[src/rtl/ha_serial_add_ctrl.sv]
// Bit-serial WIDTH-bit adder built from two time-shared half-adder cells, LSB first.
// Optional subtract mode (op_sub port) is enabled by defining HA_SERIAL_SUB_EN.

module ha_serial_half_adder (
  input  logic a,
  input  logic b,
  output logic s,
  output logic c
);
  assign s = a ^ b;
  assign c = a & b;
endmodule

module ha_serial_add_ctrl #(
  parameter int WIDTH = 8,
  parameter int CNT_W = $clog2(WIDTH + 1)
) (
  input  logic             clk,
  input  logic             rst_n,
`ifdef HA_SERIAL_SUB_EN
  input  logic             op_sub,
`endif
  input  logic             in_valid,
  output logic             in_ready,
  input  logic [WIDTH-1:0] op_a,
  input  logic [WIDTH-1:0] op_b,
  output logic             out_valid,
  input  logic             out_ready,
  output logic [WIDTH-1:0] sum,
  output logic             cout,
  output logic             busy
);

  typedef enum logic [1:0] {
    IDLE = 2'd0,
    RUN  = 2'd1,
    DONE = 2'd2
  } state_t;

  state_t             state_r;
  state_t             state_s;
  logic [WIDTH-1:0]   a_r;
  logic [WIDTH-1:0]   b_r;
  logic [WIDTH-1:0]   res_r;
  logic [WIDTH-1:0]   res_shift_s;
  logic [WIDTH-1:0]   b_load_s;
  logic [CNT_W-1:0]   cnt_r;
  logic               carry_r;
  logic               carry_init_s;
  logic               s1_s;
  logic               c1_s;
  logic               s_s;
  logic               c2_s;
  logic               carry_s;
  logic               accept_s;
  logic               last_s;
  logic               in_ready_r;
  logic               out_valid_r;
  logic               busy_r;
  logic [WIDTH-1:0]   sum_r;
  logic               cout_r;

  assign in_ready  = in_ready_r;
  assign out_valid = out_valid_r;
  assign busy      = busy_r;
  assign sum       = sum_r;
  assign cout      = cout_r;

`ifdef HA_SERIAL_SUB_EN
  // Subtraction is A + ~B + 1: invert B at load and seed the carry.
  assign b_load_s     = op_sub ? ~op_b : op_b;
  assign carry_init_s = op_sub;
`else
  assign b_load_s     = op_b;
  assign carry_init_s = 1'b0;
`endif

  ha_serial_half_adder u_h1 (.a(a_r[0]), .b(b_r[0]),  .s(s1_s), .c(c1_s));
  ha_serial_half_adder u_h2 (.a(s1_s),   .b(carry_r), .s(s_s),  .c(c2_s));
  assign carry_s = c1_s | c2_s;

  generate
    if (WIDTH == 1) begin : g_res_w1
      assign res_shift_s = s_s;
    end else begin : g_res_wn
      assign res_shift_s = {s_s, res_r[WIDTH-1:1]};
    end
  endgenerate

  assign accept_s = (state_r == IDLE) && in_valid;
  assign last_s   = (state_r == RUN) && (cnt_r == CNT_W'(WIDTH - 1));

  // State register.
  always_ff @(posedge clk or negedge rst_n) begin
    if (!rst_n) begin
      state_r <= IDLE;
    end else begin
      state_r <= state_s;
    end
  end

  // Next-state decode.
  always_comb begin
    state_s = state_r;
    case (state_r)
      IDLE: begin
        if (in_valid) state_s = RUN;
        else          state_s = IDLE;
      end
      RUN: begin
        if (last_s) state_s = DONE;
        else        state_s = RUN;
      end
      DONE: begin
        if (out_ready) state_s = IDLE;
        else           state_s = DONE;
      end
      default: state_s = IDLE;
    endcase
  end

  // Operand shifters, carry, counter and registered outputs.
  always_ff @(posedge clk or negedge rst_n) begin
    if (!rst_n) begin
      a_r         <= {WIDTH{1'b0}};
      b_r         <= {WIDTH{1'b0}};
      res_r       <= {WIDTH{1'b0}};
      cnt_r       <= {CNT_W{1'b0}};
      carry_r     <= 1'b0;
      sum_r       <= {WIDTH{1'b0}};
      cout_r      <= 1'b0;
      in_ready_r  <= 1'b1;
      out_valid_r <= 1'b0;
      busy_r      <= 1'b0;
    end else begin
      if (accept_s) begin
        a_r     <= op_a;
        b_r     <= b_load_s;
        res_r   <= {WIDTH{1'b0}};
        cnt_r   <= {CNT_W{1'b0}};
        carry_r <= carry_init_s;
      end else if (state_r == RUN) begin
        a_r     <= a_r >> 1;
        b_r     <= b_r >> 1;
        res_r   <= res_shift_s;
        cnt_r   <= cnt_r + CNT_W'(1);
        carry_r <= carry_s;
      end
      // sum/cout only update on entry to DONE so partial results never leak.
      if (last_s) begin
        sum_r  <= res_shift_s;
        cout_r <= carry_s;
      end
      in_ready_r  <= (state_s == IDLE);
      out_valid_r <= (state_s == DONE);
      busy_r      <= (state_s != IDLE);
    end
  end

endmodule

[config.mk]
export PLATFORM = sky130hd
export DESIGN_NAME = ha_serial_add_ctrl
export DESIGN_NICKNAME = d
export VERILOG_FILES = /design/src/rtl/ha_serial_add_ctrl.sv
export SDC_FILE = /design/constraint.sdc
export NUM_CORES = 1
export LEC_CHECK = 0
export BUFFER_PORTS_ARGS = -buffer_cell sky130_fd_sc_hd__buf_2
export CAP_MARGIN = 15
export CORE_ASPECT_RATIO = 1.2
export CORE_MARGIN = 3
export CORE_UTILIZATION = 44
export CTS_CLUSTER_SIZE = 24
export DETAILED_ROUTE_END_ITERATION = 8
export PLACE_DENSITY = 0.76
export SYNTH_ARGS = -nofsm -noshare
export SYNTH_HDL_FRONTEND = slang
export SYNTH_SLANG_ARGS = --single-unit
[constraint.sdc]
create_clock -name clk -period 1.5 [get_ports clk]
set_clock_uncertainty 0.1 [all_clocks]
set_input_delay 0.15 -clock clk [delete_from_list [all_inputs] [get_ports clk]]
set_output_delay 0.15 -clock clk [all_outputs]
set_load 0.05 [all_outputs]
==> flow_summary.json <==
{
  "grt_pass1_vias": 1405,
  "worst_pin_slew_ns": 0.323,
  "start_kind": "flip-flop",
  "root_buffer": "clkbuf_8",
  "switchingPower_mw": 2.04,
  "cts.sinks": 42,
  "synth_area_um2": 1820,
  "path_cells": "nand2b_4 -> nor3_4 -> buf_12 -> mux2_2",
  "fill_cells": 350,
  "combPwrFrac_pct": 44.1,
  "antennaDiodeCount": 0,
  "yosysWarnings": 0,
  "seq_area_frac_synth_pct": 57.7,
  "synth_edf_count": 0,
  "syn2layout_area_growth_pct": 24.0,
  "ys_types": 28,
  "clkLatencyLatePin_ns": 0.29,
  "drtAntennaViolNets": 0,
  "utilization_pct": 56.9,
  "synth_top_flop_cell": "dfrtp_1",
  "path_depth": 4,
  "ios": 32,
  "syn_inst": 176,
  "async_reset_ff_share_pct": 100,
  "dieWidth_um": 64.8,
  "path_buf_inv": 1,
  "core_um2": 3970,
  "cts.clk_slew.worst_paths_ns": 0.08,
  "antenna_found_initial": 0,
  "rsz0062_at_grt": "yes",
  "synth_common_cells": "nand2_1 (50), dfrtp_1 (41), nor2_1 (13), a31oi_1 (12), nand3_1 (12)",
  "synth.top_cell.area_share_pct": 56.3,
  "routed_wl_mm": 3.53,
  "cp-end-kind": "flip-flop",
  "hold_viol": 0,
  "start_util_pct": 45.9,
  "min_path_type": "in2reg",
  "vias_per_cell": 4.95,
  "p_sw_share_pct": 40.5,
  "hold_path_depth": 3,
  "cts_tree": "built",
  "synth_top_area_cell": "dfrtp_1",
  "grt_max_degree": 41,
  "finalSetupViolCount": 0,
  "fin_crit_sh_pct": 98.1,
  "cts_buffers": 5,
  "relSlewSlack_pct": 78.5,
  "hpwl_mm": 2.31,
  "gr-total-overflow": 0,
  "synth_area_leaders": "dfrtp_1 (56%), nand2_1 (10%), mux2_2 (5.6%), a31oi_1 (4.1%), buf_6 (3.7%)",
  "fmax_mhz": 680,
  "gp_congestion": 0.722,
  "p_int_mw": 2.99,
  "nNetsFinal": 241,
  "whs_ns": 0.0140,
  "cts.path.max_buffers": 2,
  "irDropWorstVdd_mv": 1.20,
  "final_layout_size_suffix_gt1_share_pct": 32.3,
  "drc": 0,
  "slowest_delay_ns": 0.41,
  "drt_iter0_markers": 37,
  "syn-num-nets": 198,
  "seq_power_share_pct": 38.7,
  "cp.required_ns": 1.58,
  "critPathMaxFanout": 11,
  "grt_usage_pct": 15.7,
  "leakage_nw": 1.12,
  "cts.htree.levels": 2,
  "cpLargestDelayFamily": "flip-flops",
  "post_drt_wl_per_cell_um": 12.9,
  "critPathKind": "reg2reg",
  "pwr_density_cell_nw_per_um2": 2230,
  "slew_violations": 0,
  "yosysMostFrequentCell": "nand2_1",
  "die_area_um2": 4950,
  "grt_pass1_wl_mm": 6.05,
  "rows": 25,
  "avgSynthCellArea_um2": 10.4,
  "die_y_um": 76.5,
  "dr.pass1.iters": 4,
  "vias": 1355,
  "drv_cap": 0,
  "ys_ff_latch": 42,
  "layout_min_cycle_time_ns": 1.47,
  "r2r_cells": 4,
  "critPathArrivalTime_ns": 1.55,
  "slowest_stage": "dfrtp_1",
  "power_frac_clock_pct": 17.3,
  "status": "complete, no violations",
  "port_buffers": 31
}
-- registers in the layout (all words and copies together) (netlist names) --
register,cells
cnt_r,4
carry_r,1
busy,1
sum,8
state_r,2
cout,1
out_valid,1
b_r,8
a_r,8
res_r,7
in_ready,1
-- per-layer routing --
layer	part of all wire, %	global-route usage (%)
met1	43	18.7
met2	50	25.1
met4	2.1	8.25
met3	4.8	4.87
met5	0	0
-- logic make-up after synthesis --
kind of cell | after synthesis | share of synthesized area (%)
fa+ha+maj | 2 | 1.78
mux | 10 | 6.11
flops | 42 | 57.7
buf+inv | 14 | 5.90
compound gates | 22 | 7.00
simple gates | 86 | 21.5
-- per-stage QoR --
| stage | total power, mW | instances | setup WS [ns] | area (um^2) | setup TNS, ns |
|---|---|---|---|---|---|
| 2_1_floorplan | 3.56 | 176 | 0.00345 | 1820 | 0 |
| 3_3_place_gp | 4.05 | 260 | 0.0128 | 2070 | 0 |
| 3_5_place_dp | 4.11 | 260 | -0.0273 | 2070 | -0.145 |
| 4_1_cts | 5.01 | 273 | 0.0161 | 2220 | 0 |
| 5_1_grt | 5.42 | 274 | -0.0510 | 2260 | -0.418 |
| 6_report | 5.03 | 274 | 0.0292 | 2260 | 0 |
-- timing repair --
action                                  CTS  global route
gates cloned                              0             1
hold buffers                              3             0
endpoints found under the setup margin    9            21
setup buffers                             2             0
resized for setup                         0             6
hold endpoints to repair                 25             0
pin swaps                                 1             0
-- path summary, 6_finish.rpt --
kind | start | end | slack (ns)
worst max-delay path | state_r[1] | sum[3] | 0.03
worst min-delay path | op_b[2] | b_r[2] | 0.01
worst max register to register | state_r[1] | sum[3] | 0.03
worst min register to register | res_r[3] | res_r[2] | 0.40
max in group asynchronous | rst_n | state_r[0] | 0.55
min in group asynchronous | rst_n | busy | 0.17
-- worst min-delay path, stage by stage --
cell	delay (ns)
buf_2	0.09
nor2_1	0.09
a31oi_1	0.04
-- layout by cell type, fill, tap and decap left out, drive strengths merged, types with 2 or more instances in the layout --
master / netlist / final
a21oi: 2 / 2
clkinv: 0 / 2
dfrtp: 41 / 41
nor2: 13 / 13
o21ai: 7 / 7
and3b: 2 / 2
a31oi: 12 / 12
nand2: 50 / 50
nand3: 12 / 12
clkbuf: 1 / 6
inv: 2 / 2
mux2: 9 / 9
dlygate4sd3: 0 / 3
nand2b: 3 / 3
buf: 11 / 44
-- power groups by stage --
stage / registers (mW) / logic (mW) / clock network [mW]
2_1_floorplan: 2.40 / 1.15 / 0
3_3_place_gp: 1.95 / 2.10 / 0
3_5_place_dp: 1.97 / 2.14 / 0
4_1_cts: 1.94 / 2.17 / 0.894
5_1_grt: 2.01 / 2.46 / 0.946
6_report: 1.95 / 2.22 / 0.869
-- cell type report --
type	count	area, um^2	share of cell area (%)
Sequential cell	42	1050	46.6
Timing Repair Buffer	48	345	15.3
Clock inverter	3	40.0	1.77
Clock buffer	5	68.8	3.05
Tap cell	54	67.6	2.99
Multi-Input combinational cell	120	677	30.0
Inverter	2	7.51	0.332
Note: power is estimated with default switching activity, not from simulation.
